--- src/rtl/bp_be_pkg.sv ---
// bp_be_pkg: shared types for the back-end memory fault pipeline.
// Holds the access size encoding, the memory exception cause codes,
// the privilege mode encoding and a small alignment helper.
package bp_be_pkg;

  typedef enum logic [1:0] {
    e_size_b = 2'd0,
    e_size_h = 2'd1,
    e_size_w = 2'd2,
    e_size_d = 2'd3
  } bp_be_size_e;

  typedef enum logic [3:0] {
    e_cause_none             = 4'd0,
    e_cause_load_misaligned  = 4'd4,
    e_cause_load_access      = 4'd5,
    e_cause_store_misaligned = 4'd6,
    e_cause_store_access     = 4'd7,
    e_cause_load_page        = 4'd13,
    e_cause_store_page       = 4'd15
  } bp_be_mem_cause_e;

  typedef enum logic [1:0] {
    e_priv_user    = 2'd0,
    e_priv_super   = 2'd1,
    e_priv_reserve = 2'd2,
    e_priv_machine = 2'd3
  } bp_be_priv_e;

  // True when the low address bits are not a multiple of the access size.
  function automatic logic is_misaligned(input bp_be_size_e size, input logic [2:0] addr_lo);
    logic mis;
    case (size)
      e_size_b: mis = 1'b0;
      e_size_h: mis = addr_lo[0];
      e_size_w: mis = |addr_lo[1:0];
      e_size_d: mis = |addr_lo[2:0];
      default:  mis = 1'b0;
    endcase
    return mis;
  endfunction

endpackage

--- src/rtl/bp_be_mem_fault_capture.sv ---
// bp_be_mem_fault_capture: first-fault capture register.
// Latches the cause and vaddr of the first reported exception and holds
// them until software clears it; a fault arriving with the clear wins.
module bp_be_mem_fault_capture #(
  parameter int vaddr_width_p = 39
) (
  input  logic                     clk_i,
  input  logic                     reset_n_i,
  input  logic                     v_i,
  input  logic                     exc_v_i,
  input  logic [3:0]               cause_i,
  input  logic [vaddr_width_p-1:0] vaddr_i,
  input  logic                     clr_i,
  output logic                     capture_v_o,
  output logic [3:0]               capture_cause_o,
  output logic [vaddr_width_p-1:0] capture_vaddr_o
);

  logic                     cap_v_q, cap_v_d;
  logic [3:0]               cap_cause_q, cap_cause_d;
  logic [vaddr_width_p-1:0] cap_vaddr_q, cap_vaddr_d;
  logic                     load_s;

  // A slot is free when empty or being cleared this same cycle.
  assign load_s = v_i & exc_v_i & (~cap_v_q | clr_i);

  // Next-state: load has priority over clear, otherwise hold.
  always_comb begin
    cap_v_d     = cap_v_q;
    cap_cause_d = cap_cause_q;
    cap_vaddr_d = cap_vaddr_q;
    if (load_s) begin
      cap_v_d     = 1'b1;
      cap_cause_d = cause_i;
      cap_vaddr_d = vaddr_i;
    end else if (clr_i) begin
      cap_v_d = 1'b0;
    end else begin
      cap_v_d = cap_v_q;
    end
  end

  // Capture state register with asynchronous clear.
  always_ff @(posedge clk_i or negedge reset_n_i) begin
    if (!reset_n_i) begin
      cap_v_q     <= 1'b0;
      cap_cause_q <= 4'd0;
      cap_vaddr_q <= '0;
    end else begin
      cap_v_q     <= cap_v_d;
      cap_cause_q <= cap_cause_d;
      cap_vaddr_q <= cap_vaddr_d;
    end
  end

  assign capture_v_o     = cap_v_q;
  assign capture_cause_o = cap_cause_q;
  assign capture_vaddr_o = cap_vaddr_q;

endmodule

--- src/rtl/bp_be_mem_fault_pipe.sv ---
// bp_be_mem_fault_pipe: memory fault evaluation pipeline.
// Faults are computed combinationally on the incoming request and carried
// through a stages_p-deep register pipeline; the last stage drives the
// outputs. Invalid stages are kept all-zero so no stale cause leaks out.
// Optional feature: define BP_BE_MISALIGNED_TRAP_EN to enable misaligned
// traps (causes 4/6); without it, misaligned accesses are never flagged.
module bp_be_mem_fault_pipe
  import bp_be_pkg::*;
#(
  parameter int vaddr_width_p = 39,
  parameter int eaddr_width_p = 64,
  parameter int stages_p      = 2
) (
  input  logic                     clk_i,
  input  logic                     reset_n_i,
  input  logic                     flush_i,
  input  logic                     stall_i,
  input  logic                     v_i,
  input  logic                     store_i,
  input  logic [1:0]               size_i,
  input  logic [eaddr_width_p-1:0] eaddr_i,
  input  logic                     translation_en_i,
  input  logic [1:0]               priv_mode_i,
  input  logic                     mstatus_sum_i,
  input  logic                     tlb_v_i,
  input  logic                     tlb_u_i,
  input  logic                     tlb_w_i,
  input  logic                     tlb_d_i,
  input  logic                     access_fault_i,
  output logic                     v_o,
  output logic [vaddr_width_p-1:0] vaddr_o,
  output logic                     exc_v_o,
  output logic [3:0]               exc_cause_o,
  output logic                     tlb_miss_v_o,
  output logic                     capture_v_o,
  output logic [3:0]               capture_cause_o,
  output logic [vaddr_width_p-1:0] capture_vaddr_o,
  input  logic                     capture_clr_i
);

  localparam int hi_width_lp = eaddr_width_p - vaddr_width_p;

  typedef struct packed {
    logic                     v;
    logic [vaddr_width_p-1:0] vaddr;
    logic                     exc_v;
    logic [3:0]               cause;
    logic                     tlb_miss;
  } stage_t;

  stage_t stage_q [stages_p];
  stage_t stage_d [stages_p];
  stage_t entry_s;

  logic             noncanon_s;
  logic             misaligned_s;
  logic             priv_fault_s;
  logic             perm_fault_s;
  logic             page_fault_s;
  logic             access_fault_s;
  logic             exc_s;
  logic             tlb_miss_s;
  bp_be_mem_cause_e cause_s;

  // Upper bits must replicate the top vaddr bit.
  assign noncanon_s = (eaddr_i[eaddr_width_p-1:vaddr_width_p]
                       != {hi_width_lp{eaddr_i[vaddr_width_p-1]}});

`ifdef BP_BE_MISALIGNED_TRAP_EN
  assign misaligned_s = is_misaligned(bp_be_size_e'(size_i), eaddr_i[2:0]);
`else
  logic unused_size_s;
  assign unused_size_s = ^size_i;
  assign misaligned_s  = 1'b0;
`endif

  // S mode touching user pages without SUM, or U mode touching supervisor pages.
  assign priv_fault_s = ((priv_mode_i == e_priv_super) & ~mstatus_sum_i & tlb_u_i)
                      | ((priv_mode_i == e_priv_user) & ~tlb_u_i);
  assign perm_fault_s = store_i & (~tlb_w_i | ~tlb_d_i);

  // Non-canonical addresses are page faults under translation, access faults without.
  assign page_fault_s   = translation_en_i
                        & (noncanon_s | (tlb_v_i & (priv_fault_s | perm_fault_s)));
  assign access_fault_s = (~translation_en_i & noncanon_s)
                        | (access_fault_i & (tlb_v_i | ~translation_en_i));

  // A miss only exists for well-formed translated requests; it never overlaps a fault.
  assign tlb_miss_s = translation_en_i & ~tlb_v_i & ~misaligned_s & ~noncanon_s;

  assign exc_s = misaligned_s | page_fault_s | access_fault_s;

  // Cause selection with misaligned > page > access priority.
  always_comb begin
    cause_s = e_cause_none;
    if (misaligned_s) begin
      cause_s = store_i ? e_cause_store_misaligned : e_cause_load_misaligned;
    end else if (page_fault_s) begin
      cause_s = store_i ? e_cause_store_page : e_cause_load_page;
    end else if (access_fault_s) begin
      cause_s = store_i ? e_cause_store_access : e_cause_load_access;
    end else begin
      cause_s = e_cause_none;
    end
  end

  // Build the stage-1 entry; an idle slot is all zeros.
  always_comb begin
    entry_s = '0;
    if (v_i) begin
      entry_s.v        = 1'b1;
      entry_s.vaddr    = eaddr_i[vaddr_width_p-1:0];
      entry_s.exc_v    = exc_s;
      entry_s.cause    = cause_s;
      entry_s.tlb_miss = tlb_miss_s;
    end else begin
      entry_s = '0;
    end
  end

  // Pipeline advance: flush clears everything and beats stall; stall holds.
  always_comb begin
    for (int i = 0; i < stages_p; i++) begin
      stage_d[i] = stage_q[i];
    end
    if (flush_i) begin
      for (int i = 0; i < stages_p; i++) begin
        stage_d[i] = '0;
      end
    end else if (stall_i) begin
      for (int i = 0; i < stages_p; i++) begin
        stage_d[i] = stage_q[i];
      end
    end else begin
      stage_d[0] = entry_s;
      for (int i = 1; i < stages_p; i++) begin
        stage_d[i] = stage_q[i-1];
      end
    end
  end

  // Stage registers; reset drops anything in flight.
  always_ff @(posedge clk_i or negedge reset_n_i) begin
    if (!reset_n_i) begin
      for (int i = 0; i < stages_p; i++) begin
        stage_q[i] <= '0;
      end
    end else begin
      for (int i = 0; i < stages_p; i++) begin
        stage_q[i] <= stage_d[i];
      end
    end
  end

  assign v_o          = stage_q[stages_p-1].v;
  assign vaddr_o      = stage_q[stages_p-1].vaddr;
  assign exc_v_o      = stage_q[stages_p-1].exc_v;
  assign exc_cause_o  = stage_q[stages_p-1].cause;
  assign tlb_miss_v_o = stage_q[stages_p-1].tlb_miss;

  bp_be_mem_fault_capture #(
    .vaddr_width_p(vaddr_width_p)
  ) u_capture (
    .clk_i          (clk_i),
    .reset_n_i      (reset_n_i),
    .v_i            (v_o),
    .exc_v_i        (exc_v_o),
    .cause_i        (exc_cause_o),
    .vaddr_i        (vaddr_o),
    .clr_i          (capture_clr_i),
    .capture_v_o    (capture_v_o),
    .capture_cause_o(capture_cause_o),
    .capture_vaddr_o(capture_vaddr_o)
  );

endmodule

--- config.mk ---
export PLATFORM = sky130hd
export DESIGN_NAME = bp_be_mem_fault_pipe
export DESIGN_NICKNAME = d
export VERILOG_FILES = /design/src/rtl/bp_be_pkg.sv /design/src/rtl/bp_be_mem_fault_capture.sv /design/src/rtl/bp_be_mem_fault_pipe.sv
export SDC_FILE = /design/constraint.sdc
export NUM_CORES = 1
export LEC_CHECK = 0
export ABC_AREA = 1
export ABC_CLOCK_PERIOD_IN_PS = 1550
export CORE_MARGIN = 2
export CORE_UTILIZATION = 44
export DETAILED_ROUTE_END_ITERATION = 6
export GPL_TIMING_DRIVEN = 0
export PLACE_DENSITY = 0.76
export SLEW_MARGIN = 25
export SYNTH_ARGS = -nofsm -noshare
export SYNTH_HDL_FRONTEND = slang
export SYNTH_SLANG_ARGS = --single-unit
--- constraint.sdc ---
create_clock -name clk_i -period 1.55 [get_ports clk_i]
set_input_delay 0.31 -clock clk_i [delete_from_list [all_inputs] [get_ports clk_i]]
set_output_delay 0.31 -clock clk_i [all_outputs]
set_load 0.03 [all_outputs]
==> flow_summary.toml <==
[run_status]
status = "complete, no violations"

[critical_path]
reg2reg_depth = 5
path_class = "flop to output port"
crit_slowest_cell = "dfrtp_1"
path_cells = "buf_4, clkdlybuf4s15_2"
required_ns = 1.24
crit_arrival_ns = 1.20
crit_path_start_kind = "flop"
slowest_delay_ns = 0.39
crit_fanout = 2
endpoint_kind = "output port"

[clock_network]
cts_tree = "yes"
root_buffer = "clkbuf_16"
cts_htree_levels = 4
clockBufferDepth = 2
cts_num_sinks = 131
clk_pin_slew_ns = 0.06
cts_buffers = 17
clk_latency_ns = 0.41

[place]
gp_congestion = 0.801
hpwl_um = 10200
port_buffers = 169

[floorplan]
ios = 172
die_x_um = 116
initial_utilization_pct = 45.4
fp-row-count = 40
coreArea_um2 = 12100
die_area_um2 = 13400
dieHeight_um = 116

[yosys]
syn_area_per_cell_um2 = 9.94
ys.flop_type = "dfrtp_1"
yosysTopAreaCellShare_pct = 59.6
syn_inst = 553
ys_ff_latch = 131
synth_nets = 635
synth_edf_count = 0
synth_cell_types = 27
synthArstFlopShare_pct = 100
synth_top_area_cell = "dfrtp_1"
synth_commonest_cells = "dfrtp_1 (131), nand2_1 (88), o21ai_0 (79)"
synth_area_leaders = "dfrtp_1 (60%), o21ai_0 (7.2%), a22o_1 (6.1%), buf_4 (6.0%), nand2_1 (6.0%)"
yosysSeqAreaShare_pct = 59.6
yosysWarnings = 0
synth.most_common_cell = "dfrtp_1"
syn_area_um2 = 5500

[detailed_routing]
detailedRoute.firstIterationViolations = 321
wirelength_um = 13700
via_per_inst = 4.90
drtAntennaViolNets = 0
drc = 0
avgRoutedWirePerCell_um = 14.8
dr.pass1.iters = 4
vias = 4528

[sta]
min_period_over_period_pct = 97.7
finalMaxSlewViolations = 0
fin_skew_ns = 0.00753
relSlewSlack_pct = 66.9
max_freq_mhz = 660
layout_min_cycle_time_ns = 1.51
hold_slack_ns = 0.432
hold_viol_final = 0
worst_pin_slew_ns = 0.497
rsz0062_at_grt = "no"
setup_viol_count_final = 0

[final_layout]
drive_gt1_share_pct = 20.5
multiInputGateArea_um2 = 1540
finish.utilization_pct = 66.1
fillCellCount = 979
num_antenna_cells = 0
syn2layout_area_growth_pct = 45.6
seqCellArea_um2 = 3280
nets = 825

[job]
max-cap-violations = 0

[global_routing]
grt_pass1_wl_um = 22300
grt_pass1_vias = 4726
met3_usage_pct = 6.90
grt_use_total_pct = 21.7
antenna_found_initial = 0
grt_util_met2_pct = 38.2
grt_overflow = 0
busiest_layer = "met2"
use_met1_pct = 24.9
grt_max_degree = 68

[power_and_ir_drop]
p_leak_nw = 3.96
ir_worst_vdd_uv = 597
powerDensity_nw_per_um2 = 1110

[hold_path]
hp-class = "primary input to async pin"
==> cell usage in the layout (no fill, tap or decap), drive strengths merged, types with 4 or more instances in the layout <==
| cell type | instances |
|---|---|
| a22o | 38 |
| clkdlybuf4s50 | 78 |
| nand3 | 10 |
| o21ai | 82 |
| buf | 72 |
| nand2 | 92 |
| clkinv | 7 |
| nor2 | 21 |
| a21oi | 42 |
| clkdlybuf4s15 | 34 |
| dlygate4sd2 | 43 |
| inv | 56 |
| bufinv | 4 |
| dfrtp | 131 |
| clkbuf | 34 |
==> report_power, final <==
part	internal (W)	switching, W
clock	0.00270	0.00149
sequential	0.00356	0.0000751
combinational	0.000472	0.000571
total	0.00673	0.00213
==> per-layer routing <==
metal | wire length (um) | vias up
met2 | 6980 | 164
li1 | - | 2167
met4 | 210 | 0
met1 | 5570 | 2180
met3 | 958 | 17
met5 | 0 | -
==> repair_timing <==
item	4_1_cts	5_1_grt
setup buffers	0	0
endpoints found under the hold margin	64	0
setup endpoints to repair	96	29
gates resized for setup	184	27
hold buffers	1	0
==> registers in the layout (all words and copies together) (netlist names) <==
| register | flops |
|---|---|
| exc_cause_o | 3 |
| stage_q | 44 |
| tlb_miss_v_o | 1 |
| u_capture.capture_cause_o | 3 |
| u_capture.capture_v_o | 1 |
| u_capture.capture_vaddr_o | 39 |
| v_o | 1 |
| vaddr_o | 39 |
==> final timing paths <==
| check | slack, ns | end | start |
|---|---|---|---|
| worst max register to register | 0.14 | u_capture.capture_vaddr_o[5] | exc_cause_o[2] |
| max in group asynchronous | 0.44 | stage_q[89] | reset_n_i |
| worst min register to register | 0.48 | u_capture.capture_vaddr_o[27] | u_capture.capture_vaddr_o[27] |
| worst min-delay path | 0.43 | vaddr_o[13] | reset_n_i |
| min in group clk_i | 0.48 | u_capture.capture_vaddr_o[27] | u_capture.capture_vaddr_o[27] |
| worst max-delay path | 0.04 | vaddr_o[4] | vaddr_o[4] |
==> worst max-delay path, delay by kind of cell, from the launching register on <==
kind / cells / cell delay [ns]
buffers and inverters: 2 / 0.40
flip-flops: 1 / 0.39
==> kinds of logic (layout without fill, tap and decap cells) <==
family	after synthesis	count (layout)	share of synthesized area, %
buffers and inverters	128	331	12.3
flip-flops	131	131	59.6
AO/OA/AOI/OAI	164	164	17.7
AND/OR/NAND/NOR	130	130	10.4
==> through the flow <==
step | worst slack (ns) | instances | setup TNS (ns) | area [um2] | power (W)
2_1_floorplan | 0.239 | 553 | 0 | 5500 | 0.00421
4_1_cts | 0.00397 | 924 | 0 | 8070 | 0.00895
3_5_place_dp | -0.365 | 891 | -33.00 | 7430 | 0.00479
5_1_grt | 0.00293 | 924 | 0 | 8010 | 0.00922
3_3_place_gp | -4.66 | 890 | -638.68 | 7400 | 0.00475
6_report | 0.0352 | 924 | 0 | 8010 | 0.00887
==> cell type report <==
cell class | instances | area share, %
Multi-Input combinational cell | 294 | 19.2
Tap cell | 168 | 2.63
Clock buffer | 17 | 5.31
Timing Repair Buffer | 171 | 20.7
Clock inverter | 15 | 2.58
Sequential cell | 131 | 41.0
Inverter | 54 | 2.53
Buffer | 74 | 6.02
Power figures use the tool's default switching activity.
